[src/rtl/led_blinker_array_if.sv]
// Configuration write port and LED status bundle for led_blinker_array.
// The control logic sits on the master side and the blinker on the slave side.
interface led_blinker_array_if #(
    parameter int unsigned NUM_CH = 4,
    parameter int unsigned CNT_W  = 8
);
    localparam int unsigned CH_W = (NUM_CH > 1) ? $clog2(NUM_CH) : 1;

    logic              enable;
    logic              cfg_we;
    logic [CH_W-1:0]   cfg_ch;
    logic [1:0]        cfg_mode;
    logic [CNT_W-1:0]  cfg_interval;
    logic [CNT_W-1:0]  cfg_on_len;
    logic [NUM_CH-1:0] led;
    logic [NUM_CH-1:0] wrap;
    logic [NUM_CH-1:0] active;

    modport master (
        output enable,
        output cfg_we,
        output cfg_ch,
        output cfg_mode,
        output cfg_interval,
        output cfg_on_len,
        input  led,
        input  wrap,
        input  active
    );

    modport slave (
        input  enable,
        input  cfg_we,
        input  cfg_ch,
        input  cfg_mode,
        input  cfg_interval,
        input  cfg_on_len,
        output led,
        output wrap,
        output active
    );
endinterface

[src/rtl/led_blinker_array.sv]
// Multi-channel LED pattern generator: shared prescaled tick and LFSR, per-channel
// off / periodic / one-shot / pseudo-random-interval sequencing with registered outputs.
module led_blinker_array #(
    parameter int unsigned NUM_CH    = 4,
    parameter int unsigned CNT_W     = 8,
    parameter int unsigned PRESCALE  = 1,
    parameter logic [15:0] LFSR_SEED = 16'hACE1
) (
    input  logic               clk_i,
    input  logic               rstbtn_i,
    led_blinker_array_if.slave bus_io
);
    localparam int unsigned      CH_W     = (NUM_CH > 1) ? $clog2(NUM_CH) : 1;
    localparam int unsigned      PRE_W    = (PRESCALE > 1) ? $clog2(PRESCALE) : 1;
    localparam logic [PRE_W-1:0] PRE_LAST = PRE_W'(PRESCALE - 1);
    localparam logic [CNT_W-1:0] CNT_ONE  = CNT_W'(1);

    typedef enum logic [1:0] {
        ModeOff      = 2'b00,
        ModePeriodic = 2'b01,
        ModeOneShot  = 2'b10,
        ModeRandom   = 2'b11
    } mode_e;

    logic [PRE_W-1:0]  pre_q;
    logic              tick;
    logic [15:0]       lfsr_q;
    logic [15:0]       lfsr_d;
    logic [CNT_W-1:0]  rnd_ivl;
    mode_e             req_mode;
    mode_e             wr_mode;
    logic              wr_led;
    logic [NUM_CH-1:0] led_vec;
    logic [NUM_CH-1:0] wrap_vec;
    logic [NUM_CH-1:0] active_vec;

    assign tick = bus_io.enable && (pre_q == PRE_LAST);

    always_ff @(posedge clk_i or posedge rstbtn_i) begin
        if (rstbtn_i) begin
            pre_q <= '0;
        end else if (bus_io.enable) begin
            pre_q <= tick ? '0 : pre_q + 1'b1;
        end
    end

    // Galois LFSR free-runs every clock, independent of enable.
    assign lfsr_d  = {1'b0, lfsr_q[15:1]} ^ (lfsr_q[0] ? 16'hB400 : 16'h0000);
    assign rnd_ivl = lfsr_q[CNT_W-1:0] | CNT_ONE;

    always_ff @(posedge clk_i or posedge rstbtn_i) begin
        if (rstbtn_i) begin
            lfsr_q <= LFSR_SEED;
        end else begin
            lfsr_q <= lfsr_d;
        end
    end

    // Decode of the written configuration, shared by all channels.
    always_comb begin
        req_mode = mode_e'(bus_io.cfg_mode);
        wr_mode  = req_mode;
        if (req_mode == ModeOneShot && bus_io.cfg_on_len == '0) begin
            wr_mode = ModeOff;
        end
        wr_led = (req_mode != ModeOff) && (bus_io.cfg_on_len != '0) &&
                 ((bus_io.cfg_interval != '0) || (req_mode == ModeOneShot));
    end

    for (genvar gi = 0; gi < NUM_CH; gi++) begin : g_ch
        mode_e            mode_q;
        logic [CNT_W-1:0] interval_q;
        logic [CNT_W-1:0] on_len_q;
        logic [CNT_W-1:0] cnt_q;
        logic             led_q;
        logic             wrap_q;
        logic             sel;
        logic             per_end;
        logic [CNT_W-1:0] cnt_inc;
        logic [CNT_W-1:0] cnt_nx;

        assign sel = bus_io.cfg_we && (bus_io.cfg_ch == CH_W'(gi));

        always_comb begin
            cnt_inc = cnt_q + CNT_ONE;
            per_end = (cnt_q == interval_q - CNT_ONE);
            cnt_nx  = per_end ? '0 : cnt_inc;
        end

        // A write to this channel wins over a coincident tick.
        always_ff @(posedge clk_i or posedge rstbtn_i) begin
            if (rstbtn_i) begin
                mode_q     <= ModeOff;
                interval_q <= '0;
                on_len_q   <= '0;
                cnt_q      <= '0;
                led_q      <= 1'b0;
                wrap_q     <= 1'b0;
            end else if (sel) begin
                mode_q     <= wr_mode;
                interval_q <= bus_io.cfg_interval;
                on_len_q   <= bus_io.cfg_on_len;
                cnt_q      <= '0;
                led_q      <= wr_led;
                wrap_q     <= 1'b0;
            end else if (tick) begin
                unique case (mode_q)
                    ModeOff: begin
                        cnt_q  <= '0;
                        led_q  <= 1'b0;
                        wrap_q <= 1'b0;
                    end
                    ModePeriodic, ModeRandom: begin
                        if (interval_q == '0) begin
                            cnt_q  <= '0;
                            led_q  <= 1'b0;
                            wrap_q <= 1'b0;
                        end else begin
                            cnt_q  <= cnt_nx;
                            wrap_q <= per_end;
                            led_q  <= (cnt_nx < on_len_q);
                            if (mode_q == ModeRandom && per_end) begin
                                interval_q <= rnd_ivl;
                            end
                        end
                    end
                    ModeOneShot: begin
                        cnt_q <= cnt_inc;
                        if (cnt_inc == on_len_q) begin
                            mode_q <= ModeOff;
                            wrap_q <= 1'b1;
                            led_q  <= 1'b0;
                        end else begin
                            wrap_q <= 1'b0;
                            led_q  <= (cnt_inc < on_len_q);
                        end
                    end
                endcase
            end else begin
                wrap_q <= 1'b0;
            end
        end

        assign led_vec[gi]    = led_q;
        assign wrap_vec[gi]   = wrap_q;
        assign active_vec[gi] = (mode_q != ModeOff);
    end

    assign bus_io.led    = led_vec;
    assign bus_io.wrap   = wrap_vec;
    assign bus_io.active = active_vec;
endmodule

[src/flat_wrapper.sv]
// flat-port wrapper written by rule: the top's interface ports become plain ports
module led_blinker_array_flat 
#(
    parameter int unsigned NUM_CH    = 4,
    parameter int unsigned CNT_W     = 8,
    parameter int unsigned PRESCALE  = 1,
    parameter logic [15:0] LFSR_SEED = 16'hACE1
)
  (clk_i, rstbtn_i, bus_io_enable, bus_io_cfg_we, bus_io_cfg_ch, bus_io_cfg_mode, bus_io_cfg_interval, bus_io_cfg_on_len, bus_io_led, bus_io_wrap, bus_io_active);
  led_blinker_array_if #(.NUM_CH(NUM_CH), .CNT_W(CNT_W)) bus_io_i ();
  input  logic clk_i;
  input  logic rstbtn_i;
  input wire logic [$bits(bus_io_i.enable)-1:0] bus_io_enable;
  input wire logic [$bits(bus_io_i.cfg_we)-1:0] bus_io_cfg_we;
  input wire logic [$bits(bus_io_i.cfg_ch)-1:0] bus_io_cfg_ch;
  input wire logic [$bits(bus_io_i.cfg_mode)-1:0] bus_io_cfg_mode;
  input wire logic [$bits(bus_io_i.cfg_interval)-1:0] bus_io_cfg_interval;
  input wire logic [$bits(bus_io_i.cfg_on_len)-1:0] bus_io_cfg_on_len;
  output wire logic [$bits(bus_io_i.led)-1:0] bus_io_led;
  output wire logic [$bits(bus_io_i.wrap)-1:0] bus_io_wrap;
  output wire logic [$bits(bus_io_i.active)-1:0] bus_io_active;
  assign bus_io_i.enable = bus_io_enable;
  assign bus_io_i.cfg_we = bus_io_cfg_we;
  assign bus_io_i.cfg_ch = bus_io_cfg_ch;
  assign bus_io_i.cfg_mode = bus_io_cfg_mode;
  assign bus_io_i.cfg_interval = bus_io_cfg_interval;
  assign bus_io_i.cfg_on_len = bus_io_cfg_on_len;
  assign bus_io_led = bus_io_i.led;
  assign bus_io_wrap = bus_io_i.wrap;
  assign bus_io_active = bus_io_i.active;
  led_blinker_array #(.NUM_CH(NUM_CH), .CNT_W(CNT_W), .PRESCALE(PRESCALE), .LFSR_SEED(LFSR_SEED)) u_core (.clk_i(clk_i), .rstbtn_i(rstbtn_i), .bus_io(bus_io_i));
endmodule
[config.mk]
export PLATFORM = sky130hd
export DESIGN_NAME = led_blinker_array_flat
export DESIGN_NICKNAME = d
export VERILOG_FILES = /design/src/rtl/led_blinker_array_if.sv /design/src/rtl/led_blinker_array.sv /design/src/flat_wrapper.sv
export SDC_FILE = /design/constraint.sdc
export NUM_CORES = 1
export LEC_CHECK = 0
export ABC_CLOCK_PERIOD_IN_PS = 6000
export BUFFER_PORTS_ARGS = -buffer_cell sky130_fd_sc_hd__buf_2
export CAP_MARGIN = 20
export CORE_UTILIZATION = 50
export DETAILED_ROUTE_END_ITERATION = 6
export GPL_TIMING_DRIVEN = 0
export PLACE_DENSITY = 0.67
export SLEW_MARGIN = 20
export SYNTH_ARGS = -nofsm -noshare
export SYNTH_HDL_FRONTEND = slang
export SYNTH_SLANG_ARGS = --single-unit
[constraint.sdc]
create_clock -name clk_i -period 6 [get_ports clk_i]
set_clock_uncertainty 0.1 [all_clocks]
set_input_delay 1.2 -clock clk_i [delete_from_list [all_inputs] [get_ports clk_i]]
set_output_delay 1.2 -clock clk_i [all_outputs]
set_load 0.02 [all_outputs]
== Yosys cells after proc, flatten, opt, wreduce, memory -nomap -nowiden ==
Cells that the tools add are included.
Word-level totals
  output and inout bits: 12
  input port bits: 24
  flip-flop bits (word level): 129
Operators by class
  bitwise logic cells: 2
  multiplexer cells: 99
  add/subtract/negate cells: 9
  reduce and logical (&&, ||, !) cells: 62
  $lt $le $gt $ge: 8
  eq/ne operators: 28
Operator list (count)
  $mux W8: 36
  $pmux W8 S3: 4
  $eq A8 B8 Y1: 8
  $lt A8 B8 Y1: 8
  $reduce_bool A2 Y1: 25
  $logic_not A8 Y1: 5
  $mux W2: 17
  $mux W1: 33
  $add A8 B1 Y8 const B: 4
  $sub A8 B1 Y8 const B: 4
  $pmux W1 S3: 8
  $eq A2 B2 Y1 const B: 11
  $mux W16: 1
  $reduce_and A4 Y1: 4
  $reduce_bool A8 Y1: 2
  $xor A15 B16 Y16: 1
  $logic_and A1 B1 Y1: 12
  $reduce_and A3 Y1: 4
  $eq A2 B1 Y1 const B: 5
  $logic_not A2 Y1: 5
  $ne A2 B1 Y1 const B: 4
  $reduce_or A2 Y1: 4
  $add A1 B1 Y1 const B: 1
  $logic_or A1 B1 Y1: 1
  $not A1 Y1: 1

== Logic depth before layout (Yosys ltp) ==
  depth in word-level cells: 8
  depth in mapped cells: 16

== Worst setup path after synthesis ==
Ideal clock, no wire load.
  path kind: register -> register
  from: register u_core.g_ch[2].interval_q[0]
  to: register u_core.g_ch[2].led_q
  slack: 2.706 ns
  cell stages (with the launch flop): 15
  data required time: 5.818 ns
  path buffers: 1
  setup time: 0.082 ns
  arrival: 3.112 ns
  period minus slack after synthesis: 3.294 ns
  path through: dfrtp_1 or4_4 or4b_1 a21oi_1 a211o_1 and2_4 buf_2 nor2_1 ha_1 nor2b_1 o21ai_0 nand2_1 a211oi_1 o211ai_1 a31oi_1
Between the ends
  longest elaborated chain between the ends: 8
  elaborated cells on any way between the ends: 9
Ends and longest elaborated chain
  start, declared: line led_blinker_array.sv:72  | logic [CNT_W-1:0] interval_q;
  start signal, assigned: line led_blinker_array.sv:101  | interval_q <= bus_io.cfg_interval;
  start signal, assigned: line led_blinker_array.sv:123  | interval_q <= rnd_ivl;
  $sub A8 B1 Y8: line led_blinker_array.sv:86  | per_end = (cnt_q == interval_q - CNT_ONE);
  $eq A8 B8 Y1: line led_blinker_array.sv:86
  $mux W8: line led_blinker_array.sv:87  | cnt_nx = per_end ? '0 : cnt_inc;
  $lt A8 B8 Y1: line led_blinker_array.sv:121  | led_q <= (cnt_nx < on_len_q);
  $mux W1 *: line led_blinker_array.sv:114  | if (interval_q == '0) begin
  $pmux W1 S3 *: line led_blinker_array.sv:107  | unique case (mode_q)
  $mux W1 *: line led_blinker_array.sv:106  | end else if (tick) begin
  $mux W1 *: line led_blinker_array.sv:99  | end else if (sel) begin
  end signal, assigned: line led_blinker_array.sv:104  | led_q <= wr_led;
  end signal, assigned: line led_blinker_array.sv:121
  end signal, assigned: line led_blinker_array.sv:135  | led_q <= (cnt_inc < on_len_q);
  end, declared: line led_blinker_array.sv:75  | logic led_q;
Mark *: on every way between the ends. The rest lies on a longest branch, timed or not. The select of a mux whose other input is x is not followed.
A chain may end at the register's enable or synchronous reset.

== Final worst setup path ==
  from: register u_core.g_ch[1].interval_q[0]
  to: register u_core.g_ch[1].led_q
Between the ends
  longest elaborated chain between the ends: 8
  elaborated cells on any way between the ends: 9
Ends and longest elaborated chain (line)
  start, declared: led_blinker_array.sv:72
  start signal, assigned: led_blinker_array.sv:101
  start signal, assigned: led_blinker_array.sv:123
  $sub A8 B1 Y8: led_blinker_array.sv:86
  $eq A8 B8 Y1: led_blinker_array.sv:86
  $mux W8: led_blinker_array.sv:87
  $lt A8 B8 Y1: led_blinker_array.sv:121
  $mux W1 *: led_blinker_array.sv:114
  $pmux W1 S3 *: led_blinker_array.sv:107
  $mux W1 *: led_blinker_array.sv:106
  $mux W1 *: led_blinker_array.sv:99
  end signal, assigned: led_blinker_array.sv:104
  end signal, assigned: led_blinker_array.sv:121
  end signal, assigned: led_blinker_array.sv:135
  end, declared: led_blinker_array.sv:75
Marked as above.

==> flow_summary.yaml <==
status:
  outcome: "complete, no violations"
timing:
  report.final.hold_viol_count: 0
  finalMaxSlewViolations: 0
  timing.max_slew.rel_slack: 0.233
  achievable-frequency_ghz: 0.264
  hold_ws_ns: 0.249
  period_share: 0.632
  final_critical_path_setup_slack_ns: 2.21
  tightestPinTransition_ns: 1.15
  period_needed_ns: 3.79
  unrepaired_setup_endpoints_after_global_routing: "false"
  finalSetupViolations: 0
yosys:
  async_reset_ff_frac: 1.00
  post-synth-top-area-fraction: 0.356
  yosys.area.top_type: "sky130_fd_sc_hd__dfrtp_1"
  synthDistinctLibCells: 71
  syn_avg_cell_area_um2: 8.95
  ys_top_cells_by_area: "sky130_fd_sc_hd__dfrtp_1 (36%), sky130_fd_sc_hd__ha_1 (11%), sky130_fd_sc_hd__nand2_1 (5.4%), sky130_fd_sc_hd__o21ai_0 (5.1%), sky130_fd_sc_hd__xor2_1 (3.5%)"
  syn-num-nets: 1046
  syn-instance-count: 950
  synth.yosys.warnings: 0
  postSynth.topFlopCell: "sky130_fd_sc_hd__dfrtp_1"
  ys_seq_elements: 129
  synthesis.area_mm2: 0.00850
  synth_enable_flop_cells: 0
  synth_seq_area_share: 0.381
job:
  maxCapViolations: 0
route:
  detailedRoute.firstPassIterationCount: 5
  first_iter_violations: 437
  avgViaCountPerCell: 5.67
  routed_wl_um: 21700
  vias: 7018
  wl_per_cell_um: 17.6
  drt_drc_violations_left: 0
  antenna_violating_nets_post_route: 0
clock_network:
  clk_latency_ns: 0.43
  clock_tree.buffer_depth: 2
  cts_made_buffers: 17
  cts.sink_count: 129
  tritoncts: "built"
  post-cts-setup-buffer-count: 0
  post_cts_hold_buffer_count: 0
  post_cts_resized: 0
  htree_levels: 4
  cts_root_buf: "sky130_fd_sc_hd__clkbuf_16"
  path_clk_slew_ns: 0.06
place:
  detailed_placer_s_ending_hpwl_um: 15700
  portBuffers: 35
  preCtsSetupSlack_ns: 2.33
  finalWeightedCongestion: 0.850
  placed_cells: 1206
finish:
  layout-drive-gt1-share: 0.107
  commonest_cells_after_routing_fill_and_taps_aside: "sky130_fd_sc_hd__nand2_1 (122), sky130_fd_sc_hd__dfrtp_1 (121), sky130_fd_sc_hd__o21ai_0 (86), sky130_fd_sc_hd__ha_1 (72), sky130_fd_sc_hd__nor2_1 (60)"
  numnets_final: 1101
  mostFrequentLayoutCell: "sky130_fd_sc_hd__nand2_1"
  antennaDiodeCount: 0
  fill_cells: 1530
  instances_no_fill: 1238
  synthToLayoutAreaGrowth_pct: 12.5
grt:
  number_of_global_route_vias_before_repair: 6733
  number_of_antenna_violations_at_the_first_check_in_global_routing: 0
  globalRoute.totalOverflow: 0
  grt_max_degree: 94
  global_route_wire_length_before_repair_um: 35900
  global_route.usage.total: 0.264
die:
  boundaryPins: 36
  rows: 47
  core_region_mm2: 0.0166
  initial_core_util: 0.513
  floorplan.die_area_mm2: 0.0175
  die_x_um: 132
  chipHeight_um: 132
setup_path:
  setup.worst_path.class: "flop to flop"
  cp_max_fo: 10
  ff2ff_path_depth: 15
  startpoint_type: "flop"
  cp.arrival_ns: 4.04
  cp_data_required_time_ns: 6.25
  setup.reg_to_reg.worst_slack_ns: 2.21
  setup.worst_path.end_class: "flop"
hold_path:
  hold_class: "flop to flop"
  worstHoldPathCells: 0
power_and_ir_drop:
  p_leak_nw: 4.49
  power.density_cell_area_mw_per_mm2: 307
  ir_drop_mv: 0.230
  finalPower_w: 0.00294
[layout make-up]
cell class / instances / area (um2) / share of cell area
Tap cell: 220 / 275 / 0.0288
Buffer: 44 / 201 / 0.0211
Clock buffer: 18 / 439 / 0.0459
Sequential cell: 129 / 3240 / 0.339
Inverter: 52 / 203 / 0.0212
Multi-Input combinational cell: 725 / 4860 / 0.509
Clock inverter: 14 / 139 / 0.0145
Timing Repair Buffer: 36 / 203 / 0.0212
[final timing paths]
check,from,endpoint
min,u_core.lfsr_q[9],u_core.lfsr_q[8]
min in group asynchronous,rstbtn_i,u_core.lfsr_q[8]
max in group asynchronous,rstbtn_i,u_core.g_ch[3].on_len_q[0]
min reg2reg,u_core.lfsr_q[9],u_core.lfsr_q[8]
max,u_core.g_ch[1].interval_q[0],u_core.g_ch[1].led_q
max reg2reg,u_core.g_ch[1].interval_q[0],u_core.g_ch[1].led_q
[flip-flops by register name (all words and copies together) (netlist names)]
name	count
u_core.lfsr_q	16
u_core.g_ch.wrap_q	4
u_core.g_ch.led_q	4
u_core.g_ch.on_len_q	32
u_core.g_ch.cnt_q	32
u_core.g_ch.interval_q	32
u_core.g_ch.mode_q	8
u_core.pre_q	1
[layer usage]
metal / part of all wire / GRT usage / vias up
met5: 0 / 0 / -
met1: 0.48 / 0.368 / 3383
li1: - / - / 3465
met4: 0.021 / 0.0932 / 0
met3: 0.039 / 0.0419 / 34
met2: 0.46 / 0.415 / 136
[metrics by stage]
stage                     cell area [um2]  setup TNS (ns)  utilization
after global routing                 9560               0        0.577
after floorplan                      8500               0            -
after detailed placement             8980               0        0.542
after CTS                            9560               0        0.577
after global placement               8950          -43.46        0.540
final                                9560               0        0.577
[where the power goes]
part / switching [W] / total [W] / internal (W) / leakage (nW)
Clock: 0.000406 / 0.00102 / 0.000618 / 0.270
Combinational: 0.000461 / 0.000823 / 0.000362 / 2.59
Sequential: 0.000113 / 0.00109 / 0.000976 / 1.63
Total: 0.000981 / 0.00294 / 0.00196 / 4.49
[cell usage after synthesis, types with 6 or more instances]
cell and instances:
sky130_fd_sc_hd__a21o_1 9, sky130_fd_sc_hd__or2_2 8, sky130_fd_sc_hd__dfrtp_1 121, sky130_fd_sc_hd__nand3_1 23, sky130_fd_sc_hd__nor4_1 6, sky130_fd_sc_hd__ha_1 72, sky130_fd_sc_hd__or3_1 10, sky130_fd_sc_hd__nor2b_1 33
sky130_fd_sc_hd__o221a_1 7, sky130_fd_sc_hd__dfstp_2 8, sky130_fd_sc_hd__a31oi_1 7, sky130_fd_sc_hd__inv_1 52, sky130_fd_sc_hd__mux2i_1 22, sky130_fd_sc_hd__o31ai_1 6, sky130_fd_sc_hd__o211ai_1 9, sky130_fd_sc_hd__buf_4 8
sky130_fd_sc_hd__nand4_1 11, sky130_fd_sc_hd__nand2_1 122, sky130_fd_sc_hd__clkbuf_1 31, sky130_fd_sc_hd__nand2b_1 14, sky130_fd_sc_hd__xnor2_1 33, sky130_fd_sc_hd__nor3_1 24, sky130_fd_sc_hd__a211oi_1 6, sky130_fd_sc_hd__and3_1 10
sky130_fd_sc_hd__xor2_1 34, sky130_fd_sc_hd__o21ai_0 86, sky130_fd_sc_hd__a21oi_1 25, sky130_fd_sc_hd__nor2_1 60
[worst max-delay path: stages, from the launching register on]
cell and delay, ns:
sky130_fd_sc_hd__dfrtp_1 0.45, sky130_fd_sc_hd__inv_1 0.10, sky130_fd_sc_hd__ha_1 0.25, sky130_fd_sc_hd__xnor2_1 0.19, sky130_fd_sc_hd__xnor2_1 0.08, sky130_fd_sc_hd__or4_1 0.55
sky130_fd_sc_hd__nor3_1 0.27, sky130_fd_sc_hd__clkbuf_1 0.41, sky130_fd_sc_hd__nor2b_1 0.10, sky130_fd_sc_hd__ha_1 0.30, sky130_fd_sc_hd__nor2b_1 0.13, sky130_fd_sc_hd__o21ai_0 0.16
sky130_fd_sc_hd__nand2_1 0.08, sky130_fd_sc_hd__a211oi_1 0.24, sky130_fd_sc_hd__o211ai_1 0.15, sky130_fd_sc_hd__a21oi_1 0.16
[cell families (layout without fill, tap and decap cells)]
family	after synthesis	after routing	synth area share
flops	129	129	0.381
simple gates	358	358	0.214
mux	23	23	0.0272
buf+inv	96	164	0.0467
compound gates	205	205	0.156
xor+xnor	67	67	0.0690
fa+ha+maj	72	72	0.106
Note: power is estimated with default switching activity, not from simulation.
